## src/rtl/uart_oversample_rx.sv

```systemverilog
// Oversampling UART receiver: synchronises uart_rxd, validates the start bit at
// mid-bit, shifts data LSB-first and classifies the stop bit into a good byte,
// a line break or a framing error, each reported as a one-cycle strobe.
module uart_oversample_rx #(
  parameter int unsigned CLK_HZ       = 25000000,
  parameter int unsigned BIT_RATE     = 9600,
  parameter int unsigned PAYLOAD_BITS = 8
) (
  input  logic                    clk,
  input  logic                    resetn,
  input  logic                    uart_rxd,
  input  logic                    uart_rx_en,
  output logic                    uart_rx_valid,
  output logic [PAYLOAD_BITS-1:0] uart_rx_data,
  output logic                    uart_rx_break,
  output logic                    uart_rx_frame_err
);

  localparam int unsigned CPB  = CLK_HZ / BIT_RATE;
  localparam int unsigned HALF = CPB / 2;
  localparam int unsigned CW   = $clog2(CPB);
  localparam int unsigned BW   = $clog2(PAYLOAD_BITS + 1);

  typedef enum logic [2:0] {
    IDLE,
    START,
    DATA,
    STOP,
    WAIT_HIGH
  } state_t;

  state_t                  state;
  logic                    rxd_meta;
  logic                    rxd_s;
  logic [CW-1:0]           cyc_cnt;
  logic [BW-1:0]           bit_cnt;
  logic [PAYLOAD_BITS-1:0] shreg;

  // Two-flop synchroniser for the asynchronous line; idles high out of reset.
  always_ff @(posedge clk) begin
    if (!resetn) begin
      rxd_meta <= 1'b1;
      rxd_s    <= 1'b1;
    end else begin
      rxd_meta <= uart_rxd;
      rxd_s    <= rxd_meta;
    end
  end

  // Receive FSM with counters, shift register and registered strobes.
  always_ff @(posedge clk) begin
    if (!resetn) begin
      state             <= IDLE;
      cyc_cnt           <= '0;
      bit_cnt           <= '0;
      shreg             <= '0;
      uart_rx_valid     <= 1'b0;
      uart_rx_break     <= 1'b0;
      uart_rx_frame_err <= 1'b0;
      uart_rx_data      <= '0;
    end else begin
      uart_rx_valid     <= 1'b0;
      uart_rx_break     <= 1'b0;
      uart_rx_frame_err <= 1'b0;

      if (state != IDLE && !uart_rx_en) begin
        // Disabling mid-frame drops the frame silently.
        state   <= IDLE;
        cyc_cnt <= '0;
        bit_cnt <= '0;
      end else begin
        case (state)
          IDLE: begin
            cyc_cnt <= '0;
            bit_cnt <= '0;
            if (uart_rx_en && !rxd_s) begin
              state <= START;
            end
          end

          START: begin
            if (cyc_cnt == CW'(HALF - 1)) begin
              cyc_cnt <= '0;
              // A line that is high again at mid-bit was only a glitch.
              state   <= rxd_s ? IDLE : DATA;
            end else begin
              cyc_cnt <= cyc_cnt + CW'(1);
            end
          end

          DATA: begin
            if (cyc_cnt == CW'(CPB - 1)) begin
              cyc_cnt <= '0;
              shreg   <= (shreg >> 1) |
                         (PAYLOAD_BITS'(rxd_s) << (PAYLOAD_BITS - 1));
              if (bit_cnt == BW'(PAYLOAD_BITS - 1)) begin
                bit_cnt <= '0;
                state   <= STOP;
              end else begin
                bit_cnt <= bit_cnt + BW'(1);
              end
            end else begin
              cyc_cnt <= cyc_cnt + CW'(1);
            end
          end

          STOP: begin
            if (cyc_cnt == CW'(CPB - 1)) begin
              cyc_cnt <= '0;
              if (rxd_s) begin
                uart_rx_data  <= shreg;
                uart_rx_valid <= 1'b1;
                state         <= IDLE;
              end else if (shreg == '0) begin
                uart_rx_break <= 1'b1;
                state         <= WAIT_HIGH;
              end else begin
                uart_rx_frame_err <= 1'b1;
                state             <= WAIT_HIGH;
              end
            end else begin
              cyc_cnt <= cyc_cnt + CW'(1);
            end
          end

          WAIT_HIGH: begin
            // A line still held low must not be mistaken for a new start bit.
            if (rxd_s) begin
              state <= IDLE;
            end
          end

          default: begin
            state <= IDLE;
          end
        endcase
      end
    end
  end

endmodule

```

## config.mk

```make
export PLATFORM = sky130hd
export DESIGN_NAME = uart_oversample_rx
export DESIGN_NICKNAME = d
export VERILOG_FILES = /design/src/rtl/uart_oversample_rx.sv
export SDC_FILE = /design/constraint.sdc
export NUM_CORES = 1
export LEC_CHECK = 0
export ABC_AREA = 1
export ABC_CLOCK_PERIOD_IN_PS = 1700
export CAP_MARGIN = 20
export CORE_MARGIN = 4
export CORE_UTILIZATION = 47
export DETAILED_ROUTE_END_ITERATION = 8
export PLACE_DENSITY = 0.66
export SLEW_MARGIN = 40
export SYNTH_ARGS = -nofsm -noshare
export SYNTH_HDL_FRONTEND = slang
export SYNTH_SLANG_ARGS = --single-unit
```

## constraint.sdc

```tcl
create_clock -name clk -period 1.7 [get_ports clk]
set_input_delay 0.34 -clock clk [delete_from_list [all_inputs] [get_ports clk]]
set_output_delay 0.34 -clock clk [all_outputs]
set_load 0.02 [all_outputs]
```

==> key figures, run 1 <==
Clock network
  – Clk_lat worst skew: 0.29 ns
  – CTS Buffer Depth: 2
  – Clock slew at reported path FFs: 0.08 ns
  – Clock root buffer: clkbuf_8
  – Hold_buf cts: 0
  – CTS tree: built
  – H-tree depth: 2
  – CTS Sinks: 40
  – Number of buffers created by CTS: 5

Placed design
  – Dpl hpwl: just over 3 mm
  – # port buffers: 14
  – Placer Congestion: 0.863
  – Placed Cells: between 300 and 400

Worst setup path
  – WP buf/inv: 1
  – CP endpoint kind: primary output
  – Worst Path Required: between 1 and 1.5 ns
  – Setup CP Type: reg -> out
  – CP top delay family: buffers and inverters
  – Startpoint type of the worst setup path: flip-flop
  – Cell Chain, Critical Path: clkdlybuf4s50_1
  – Crit path DAT: 1.24 ns
  – Slowest cell on crit path: clkdlybuf4s50_1
  – CP Max Fanout: 2
  – Crit path largest cell delay: approximately 0.61 ns
  – RR Startpoint: cyc_cnt[0]
  – CP Launch Point: uart_rx_data[6]

Finish
  – Register area: about 800 um2
  – Layout filler cell count: 386
  – Area growth syn-to-layout: 18.8%
  – Layout Cells excl Fill: roughly 360
  – ANT cells: 0
  – Area taken by multi-input logic gates: 1020 um2
  – Layout cells sized above 1: between 10% and 20%
  – Layout net count: 319

Drt
  – Drt drc: 0
  – Routed WL: 4.15 mm
  – 1st-iter DRT viols: 148
  – Wire length per cell: 11.4 um
  – 1st-pass router iterations: 4
  – ANT nets after route: 0
  – Total number of vias: 1811
  – Vias per cell: 4.99

Global route
  – GRT overflow: 0
  – Vias in the first global route: 1623
  – Largest net degree at the start of global routing: 19
  – Global-route wire length before repair: 7.45 mm
  – All-Layer GR Usage: 17.2%
  – Initial antenna violation count: 0

Die
  – Die width: 73.7 um
  – Top-level port count: 15
  – Initial core utilization: 49.6%
  – Die H: 73.7 um
  – Die Area: ~5400 um2
  – CORE AREA: 4090 um2
  – Rows: 23

Synthesis
  – Mapped Area: 2030 um2
  – Post-synthesis sequential area ratio: around two fifths
  – Yosys top cell area share: around two fifths
  – Syn_nets: 292
  – Yosys reg bits: 40
  – Main area contributors after synthesis: dfxtp_1, nand2_1, inv_1
  – Count of cell types in the netlist: 33
  – Yosys top cell by area: dfxtp_1
  – Ys Warns: 0
  – Syn_area_per_cell: about 7.1 um2
  – Cell count after synthesis: 285

Timing
  – Worst slew pin tran: 0.300 ns
  – # setup viols final: 0
  – Final Slew Violations: 0
  – RSZ-0062 raised after global routing: no
  – Period Utilization, post-route: slightly above 90%
  – Final Critical Period: 1.58 ns
  – Max frequency: approximately 0.63 GHz
  – Post-Route Setup TNS: 0 ns
  – Final Hold Vio Count: 0
  – Worst-case clock skew: slightly above 0.01 ns
  – Max-Slew Margin vs Limit: 80.0%

Job
  – Max Cap Viol: 0

Power and ir drop
  – Lkg Pwr: 1.03 nW
  – Pwr dens: 1140 nW/um2
  – IR drop worst, VDD: 0.000467 V

Run status
  – Outcome: finished, final reports clean

Hold path
  – Worst Hold Class: reg -> reg
  – Hold Crit Start: rxd_meta
[logic make-up (layout without fill, tap and decap cells)]
group,count (synthesis),in the layout,share of synthesized area (%)
buffers and inverters,52,80,10.3
and+or+nand+nor,141,141,34.5
AOI/OAI and AO/OA,46,46,12.5
xor gates and xnor gates,3,3,1.30
adders and majority gates,3,3,1.85
DFF,40,40,39.5
[sequential cells by signal, summed over array words and instances (netlist names)]
signal / flops
rxd_s: 1
uart_rx_data: 8
rxd_meta: 1
shreg: 8
cyc_cnt: 12
state: 3
bit_cnt: 4
uart_rx_valid: 1
uart_rx_break: 1
uart_rx_frame_err: 1
[synth_stat cells (all sizes together)]
cell / number
a31oi: 1
a22oi: 1
o21bai: 2
buf: 3
nand4: 9
dfxtp: 40
a21oi: 26
nand3b: 1
clkinv: 1
nor2: 35
ha: 3
clkbuf: 2
xor2: 3
nor3: 19
and2: 1
o21ai: 16
nand3: 18
nand2: 57
nor4: 1
inv: 46
[path summary, 6_finish.rpt]
path	end	slack, ns	cells after the start
worst max-delay path	uart_rx_data[6]	0.12	1
worst min-delay path	rxd_s	0.41	2
worst max register to register	shreg[1]	0.18	9
worst min register to register	rxd_s	0.41	2
[cell usage in the layout, fill, tap and decap left out]
cell and instances:
buf_4 11, nand3_1 16, inv_2 5, o21bai_1 2
dfxtp_1 40, nand2_4 1, nand2_2 6, o21ai_0 13
o21ai_1 1, nand3_2 1, nor3_2 2, a22oi_1 1
clkinv_4 1, a21oi_2 2, ha_1 3, clkdlybuf4s50_1 14
a31oi_1 1, nor3_4 1, nand3b_4 1, clkbuf_8 6
xor2_1 3, clkinv_2 1, nor4_2 1, and2_0 1
nor2_4 2, nor2_1 33, o21ai_2 2, nand4_1 9
nor3_1 16, bufinv_16 1, inv_4 1, nand3_4 1
nand2_1 50, inv_1 40, a21oi_1 24
[area by class of cell]
cell class                      instances  share of cell area (%)
Clock buffer                            6                    3.43
Inverter                               47                    7.48
Clock inverter                          2                    1.61
Timing Repair Buffer                   25                    9.25
Tap cell                               50                    2.60
Multi-Input combinational cell        193                    42.4
Sequential cell                        40                    33.3
[layer usage]
| layer | share of wire, % | up-vias | global-route usage, % |
|---|---|---|---|
| li1 | - | 972 | - |
| met1 | 52 | 813 | 25.2 |
| met2 | 45 | 21 | 25.0 |
| met3 | 2.9 | 5 | 4.10 |
| met4 | 0.92 | 0 | 4.83 |
| met5 | 0 | - | 0 |
[metrics by stage]
stage	area (um2)	hold slack, ns	total power, mW	worst slack [ns]	utilization (%)
5_1_grt	2410	0.458	2.94	0.00445	58.9
4_1_cts	2400	0.414	2.76	0.0881	58.7
6_report	2410	0.410	2.73	0.124	58.9
3_3_place_gp	2280	0.383	1.93	0.0754	55.7
3_5_place_dp	2280	0.392	1.94	0.0435	55.7
2_1_floorplan	2030	0.380	1.71	0.190	-
[power by group]
group / total [mW] / switching, mW / internal (mW)
Combinational: 0.861 / 0.578 / 0.283
Clock: 0.817 / 0.336 / 0.480
Sequential: 1.06 / 0.0678 / 0.989
[timing repair]
item / CTS / global route
endpoints found under the setup margin: 0 / 6
resized for setup: 0 / 1
setup buffers: 0 / 1
Note: power is estimated with default switching activity, not from simulation.
==> run 2: changes to the inputs <==
DONT_BUFFER_PORTS = 1   (was not set)
PLACE_DENSITY = not set   (was 0.66)
==> run 2 against run 1 <==
  * Clock skew is 0.0013 ns lower
  * Total power down 1.8%
  * Critical path depth grew 7
  * Combinational power fell by 4.1%
  * Clock power down 3.1%
  * Hold slack worse by 0.29 ns
  * Design area down 7.8%
  * Sequential power is essentially flat
  * Register-to-register slack lost 0.06 ns
  * Worst setup slack improved by 0.00068 ns
==> key figures, run 2 (synthesized netlist as in run 1, its figures left out) <==
Power and ir drop
  – IR drop worst, VDD: 0.000857 V (was 0.000467 V)
  – Pwr dens: 1210 nW/um2 (was 1140 nW/um2)
  – Lkg Pwr: 0.940 nW (was 1.03 nW)

Die
  – Top-level port count: 15 (unchanged)
  – Die width: 73.7 um (unchanged)
  – Initial core utilization: 49.6% (unchanged)
  – Die Area: 5430 um2 (unchanged)
  – Rows: 23 (unchanged)
  – Die H: 73.7 um (unchanged)
  – CORE AREA: 4090 um2 (unchanged)

Global route
  – Largest net degree at the start of global routing: 20 (was 19)
  – Vias in the first global route: 1584 (was 1623)
  – All-Layer GR Usage: 17.2% (about the same)
  – Initial antenna violation count: 0 (unchanged)
  – GRT overflow: 0 (unchanged)
  – Global-route wire length before repair: 7.25 mm (was 7.45 mm)

Timing
  – Final Hold Vio Count: 0 (unchanged)
  – # setup viols final: 0 (unchanged)
  – Final Slew Violations: 0 (unchanged)
  – Final worst setup slack: 0.125 ns (was 0.124 ns)
  – Worst-case clock skew: 0.00876 ns (was 0.0101 ns)
  – Final Critical Period: 1.58 ns (about the same)
  – Max frequency: 0.635 GHz (about the same)
  – Worst slew pin tran: 0.325 ns (was 0.300 ns)
  – Period Utilization, post-route: 92.7% (about the same)
  – Post-Route Setup TNS: 0 ns (unchanged)
  – Max-Slew Margin vs Limit: 78.2% (was 80.0%)

Finish
  – Area growth syn-to-layout: 9.44% (was 18.8%)
  – Final core occ: 54.3% (was 58.9%)
  – Layout filler cell count: 409 (was 386)
  – Largest register FFs: 12 (unchanged)
  – Area taken by multi-input logic gates: 1030 um2 (was 1020 um2)
  – Layout cells sized above 1: 14.7% (about the same)
  – Layout net count: 298 (was 319)
  – Register area: 802 um2 (was 801 um2)
  – Biggest regs: cyc_cnt: 12 flops, shreg: 8 flops, uart_rx_data: 8 flops (unchanged)
  – Largest register by flop count: cyc_cnt (unchanged)
  – Highest-count cells in the layout ignoring fill and taps: nand2_1, inv_1, dfxtp_1 (unchanged)
  – Most common cell after layout, fill and taps aside: nand2_1 (unchanged)
  – Final Instance Area: 2220 um2 (was 2410 um2)
  – ANT cells: 0 (unchanged)

Placed design
  – Placer Congestion: 0.890 (was 0.863)
  – Pre-CTS WS: 0.00157 ns (was 0.0435 ns)
  – Dpl hpwl: 3.09 mm (was 3.10 mm)
  – Area post-placement: 2080 um2 (was 2280 um2)
  – # port buffers: 0 (was 14)

Worst setup path
  – Crit path DAT: 1.76 ns (was 1.24 ns)
  – Crit path largest cell delay: 0.37 ns (was 0.61 ns)
  – Cell Chain, Critical Path: ha_2 > inv_1 > nor3_4 > nand3_4 > inv_2 > nand2_4 > o21ai_0 > a21oi_1 (was clkdlybuf4s50_1)
  – Setup CP Type: reg -> reg (was reg -> out)
  – Slowest cell on crit path: dfxtp_2 (was clkdlybuf4s50_1)
  – WP buf/inv: 2 (was 1)
  – CP endpoint kind: flip-flop (was primary output)
  – Worst Path Required: 1.88 ns (was 1.36 ns)
  – CP top delay family: simple AND/OR/NAND/NOR gates (was buffers and inverters)
  – CP Max Fanout: 16 (was 2)
  – Startpoint type of the worst setup path: flip-flop (unchanged)

Hold path
  – Worst Hold Class: in -> reg (was reg -> reg)

Clock network
  – Clk_lat worst skew: 0.29 ns (about the same)
  – H-tree depth: 2 (unchanged)
  – Clock slew at reported path FFs: 0.08 ns (about the same)
  – Clock root buffer: clkbuf_8 (unchanged)
  – CTS tree: built (unchanged)
  – CTS Buffer Depth: 2 (unchanged)
  – Number of buffers created by CTS: 5 (unchanged)
  – Hold_buf cts: 0 (unchanged)
  – CTS Sinks: 40 (unchanged)

Run status
  – Outcome: finished, final reports clean (unchanged)

Drt
  – Routed WL: 4.21 mm (was 4.15 mm)
  – ANT nets after route: 0 (unchanged)
  – Vias per cell: 5.13 (was 4.99)
  – Wire length per cell: 12.3 um (was 11.4 um)
  – 1st-iter DRT viols: 64 (was 148)
  – 1st-pass router iterations: 4 (unchanged)
  – Total number of vias: 1754 (was 1811)
  – Drt drc: 0 (unchanged)

Job
  – Max Cap Viol: 0 (unchanged)
-- run 2: routing by layer --
layer	share of wire, %	routed length (um)	global-route usage (%)	vias to the layer above
met3	4.2	175	4.79	4
met1	51	2150	24.4	785
met5	0	0	0	-
met4	1.0	43	5.84	0
li1	-	-	-	939
met2	44	1830	25.0	26
-- run 2: path summary, 6_finish.rpt --
check,startpoint,end,slack (ns),depth (start not counted)
min,resetn,rxd_s,0.12,1
max reg2reg,cyc_cnt[0],shreg[4],0.12,8
max,cyc_cnt[0],shreg[4],0.12,8
min reg2reg,rxd_meta,rxd_s,0.40,2
-- run 2: worst reg2reg max path, cell delays in order, from the launching register on --
cell,delay (ns)
dfxtp_2,0.37
ha_2,0.21
inv_1,0.09
nor3_4,0.21
nand3_4,0.15
inv_2,0.10
nand2_4,0.13
o21ai_0,0.18
a21oi_1,0.05
-- run 2: cell type report --
class | instances | area share (%)
flip-flops and latches | 40 | 36.2
well taps | 50 | 2.82
repair buffers | 4 | 1.35
inverters | 47 | 8.12
clock buffers | 5 | 3.10
clock inverters | 3 | 2.09
multi-input cells | 193 | 46.4
-- run 2: report_power, final --
part           total, mW  internal [mW]  switching [mW]
clock              0.792          0.442           0.350
sequential          1.07          0.991          0.0761
combinational      0.826          0.255           0.571
-- run 2: metrics by stage --
stage	hold WS, ns	power (mW)	cells
finish	0.115	2.69	342
global placement	0.386	1.91	333
global route	0.108	2.88	342
floorplan	0.380	1.71	285
detailed placement	0.389	1.90	333
CTS	0.104	2.70	341
-- run 2: what timing repair did --
action	CTS	global route
endpoints found under the setup margin	1	28
setup buffers	0	1
pin swaps	0	2
gates resized for setup	1	9
==> run 3: changes to the inputs <==
PLACE_DENSITY_LB_ADDON = 0.15   (was not set)
==> run 3 against run 2 <==
  * Non-clock buffer count did not move
  * Hold slack worse by 0.0020 ns
  * Wire length fell by 0.48%
  * Critical endpoint is now shreg[1]
  * Largest cell class unchanged
  * Largest power group unchanged
  * Highest routed layer unchanged
==> key figures, run 3 (synthesized netlist as in run 1, its figures left out) <==
Timing
  – Final Slew Violations: 0 (unchanged)
  – Hold WS: 0.113 ns (was 0.115 ns)
  – Final Critical Period: 1.56 ns (was 1.58 ns)
  – Max-Slew Margin vs Limit: 79.0% (was 78.2%)
  – # setup viols final: 0 (unchanged)
  – Worst-case clock skew: 0.00403 ns (was 0.00876 ns)
  – Worst slew pin tran: 0.314 ns (was 0.325 ns)
  – Max frequency: 0.642 GHz (was 0.635 GHz)
  – Period Utilization, post-route: 91.6% (was 92.7%)
  – Final Hold Vio Count: 0 (unchanged)

Finish
  – Most common cell after layout, fill and taps aside: nand2_1 (unchanged)
  – Highest-count cells in the layout ignoring fill and taps: nand2_1, inv_1, dfxtp_1 (unchanged)
  – Final Instance Area: 2230 um2 (was 2220 um2)
  – Largest register by flop count: cyc_cnt (unchanged)
  – ANT cells: 0 (unchanged)
  – Layout cells sized above 1: 14.7% (unchanged)
  – Layout net count: 298 (unchanged)
  – Area growth syn-to-layout: 9.94% (was 9.44%)
  – Layout Cells excl Fill: 342 (unchanged)
  – Final core occ: 54.5% (was 54.3%)
  – Biggest regs: cyc_cnt: 12 flops, shreg: 8 flops, uart_rx_data: 8 flops (unchanged)
  – Largest register FFs: 12 (unchanged)

Worst setup path
  – Worst reg2reg endpoint: shreg[1] (was shreg[4])
  – CP endpoint kind: flip-flop (unchanged)
  – CP Launch Point: cyc_cnt[1] (was cyc_cnt[0])
  – R2R Setup Slk: 0.14 ns (was 0.12 ns)
  – Crit path DAT: 1.75 ns (was 1.76 ns)
  – CP Max Fanout: 16 (unchanged)
  – RR Startpoint: cyc_cnt[1] (was cyc_cnt[0])
  – Startpoint type of the worst setup path: flip-flop (unchanged)
  – Setup CP Type: reg -> reg (unchanged)
  – Reg2Reg Depth: 8 (unchanged)
  – Worst Path Required: 1.89 ns (was 1.88 ns)

Die
  – Rows: 23 (unchanged)
  – Die width: 73.7 um (unchanged)
  – Die Area: 5430 um2 (unchanged)
  – Top-level port count: 15 (unchanged)
  – CORE AREA: 4090 um2 (unchanged)
  – Die H: 73.7 um (unchanged)
  – Initial core utilization: 49.6% (unchanged)

Clock network
  – Postcts setup bufs: 0 (unchanged)
  – CTS Buffer Depth: 2 (unchanged)
  – Clock root buffer: clkbuf_8 (unchanged)
  – H-tree depth: 2 (unchanged)
  – CTS tree: built (unchanged)
  – CTS Sinks: 40 (unchanged)
  – Number of buffers created by CTS: 5 (unchanged)
  – Clk_lat worst skew: 0.29 ns (about the same)
  – Clock slew at reported path FFs: 0.08 ns (about the same)

Power and ir drop
  – IR drop worst, VDD: 0.000599 V (was 0.000857 V)
  – Lkg Pwr: 0.945 nW (was 0.940 nW)
  – Pwr dens: 1240 nW/um2 (was 1210 nW/um2)

Global route
  – Largest net degree at the start of global routing: 20 (unchanged)
  – All-Layer GR Usage: 17.6% (was 17.2%)
  – Initial antenna violation count: 0 (unchanged)
  – GRT overflow: 0 (unchanged)
  – Vias in the first global route: 1706 (was 1584)
  – Global-route wire length before repair: 7.45 mm (was 7.25 mm)

Hold path
  – Hold EP: rxd_s (unchanged)
  – Worst Hold Class: in -> reg (unchanged)
  – Hold Path Stages: 1 (unchanged)
  – Hold Crit Start: resetn (unchanged)

Placed design
  – Area post-placement: 2090 um2 (was 2080 um2)
  – Placed Cells: 334 (was 333)
  – # port buffers: 0 (unchanged)
  – Placer Congestion: 0.984 (was 0.890)
  – Dpl hpwl: 3.05 mm (was 3.09 mm)

Drt
  – ANT nets after route: 0 (unchanged)
  – Total number of vias: 1733 (was 1754)
  – Drt drc: 0 (unchanged)
  – Wire length per cell: 12.2 um (was 12.3 um)
  – Routed WL: 4.19 mm (was 4.21 mm)
  – 1st-iter DRT viols: 129 (was 64)
  – 1st-pass router iterations: 4 (unchanged)
  – Vias per cell: 5.07 (was 5.13)

Run status
  – Outcome: finished, final reports clean (unchanged)

Job
  – Max Cap Viol: 0 (unchanged)
-- run 3: cell types whose count changed in the layout (fill, tap and decap cells not counted) --
cell	previous run	this run
inv_6	1	0
o21ai_0	8	11
nand2_4	1	2
nor2_1	33	32
nand2_2	7	6
o21ai_2	3	2
clkinvlp_4	1	0
nor2_2	0	1
clkbuf_8	5	6
o21ai_1	5	3
clkinv_4	0	1
-- run 3: power by group --
part / switching [mW] / internal, mW / leakage [nW] / total (mW)
combinational: 0.586 / 0.283 / 0.560 / 0.869
sequential: 0.0747 / 0.989 / 0.324 / 1.06
clock: 0.341 / 0.480 / 0.0614 / 0.821
total: 1.00 / 1.75 / 0.945 / 2.75
-- run 3: worst max-delay path by stage --
stage,endpoint,slack (ns),depth (start not counted)
floorplan,shreg[6],0.19,9
global placement,shreg[0],0.13,8
global route,shreg[3],-0.006,8
finish,shreg[1],0.14,8
CTS,cyc_cnt[3],0.06,10
detailed placement,cyc_cnt[3],0.07,10
-- run 3: cell type report --
class                   count  area (um2)
fillers                   402        1860
clock buffers               6        82.6
flip-flops and latches     40         802
repair buffers              4        30.0
well taps                  50        62.6
multi-input cells         193        1030
clock inverters             2        38.8
inverters                  47         180
-- run 3: critical path: stages, from the launching register on --
cell and delay [ns]:
dfxtp_2 0.36, ha_2 0.20, inv_1 0.09, nor3_4 0.21, nand3_4 0.14, inv_2 0.10
nand2_4 0.12, o21ai_0 0.18, a21oi_1 0.06
-- run 3: per-stage QoR --
step           worst slack [ns]  total power, mW  TNS [ns]
2_1_floorplan             0.190             1.71         0
3_3_place_gp              0.132             1.92         0
3_5_place_dp             0.0683             1.92         0
4_1_cts                  0.0621             2.74         0
5_1_grt                -0.00610             2.94   -0.0150
6_report                  0.142             2.75         0
-- run 3: timing repair --
| item | CTS | global route |
|---|---|---|
| hold buffers | 0 | 0 |
| setup endpoints to repair | 0 | 27 |
| gates resized for setup | 0 | 8 |
-- run 3: layer usage --
| metal | track usage [%] | part of all wire [%] | vias to the layer above |
|---|---|---|---|
| met5 | 0 | 0 | - |
| li1 | - | - | 931 |
| met3 | 4.92 | 3.9 | 5 |
| met1 | 25.0 | 52 | 762 |
| met4 | 6.64 | 1.3 | 0 |
| met2 | 25.2 | 42 | 35 |
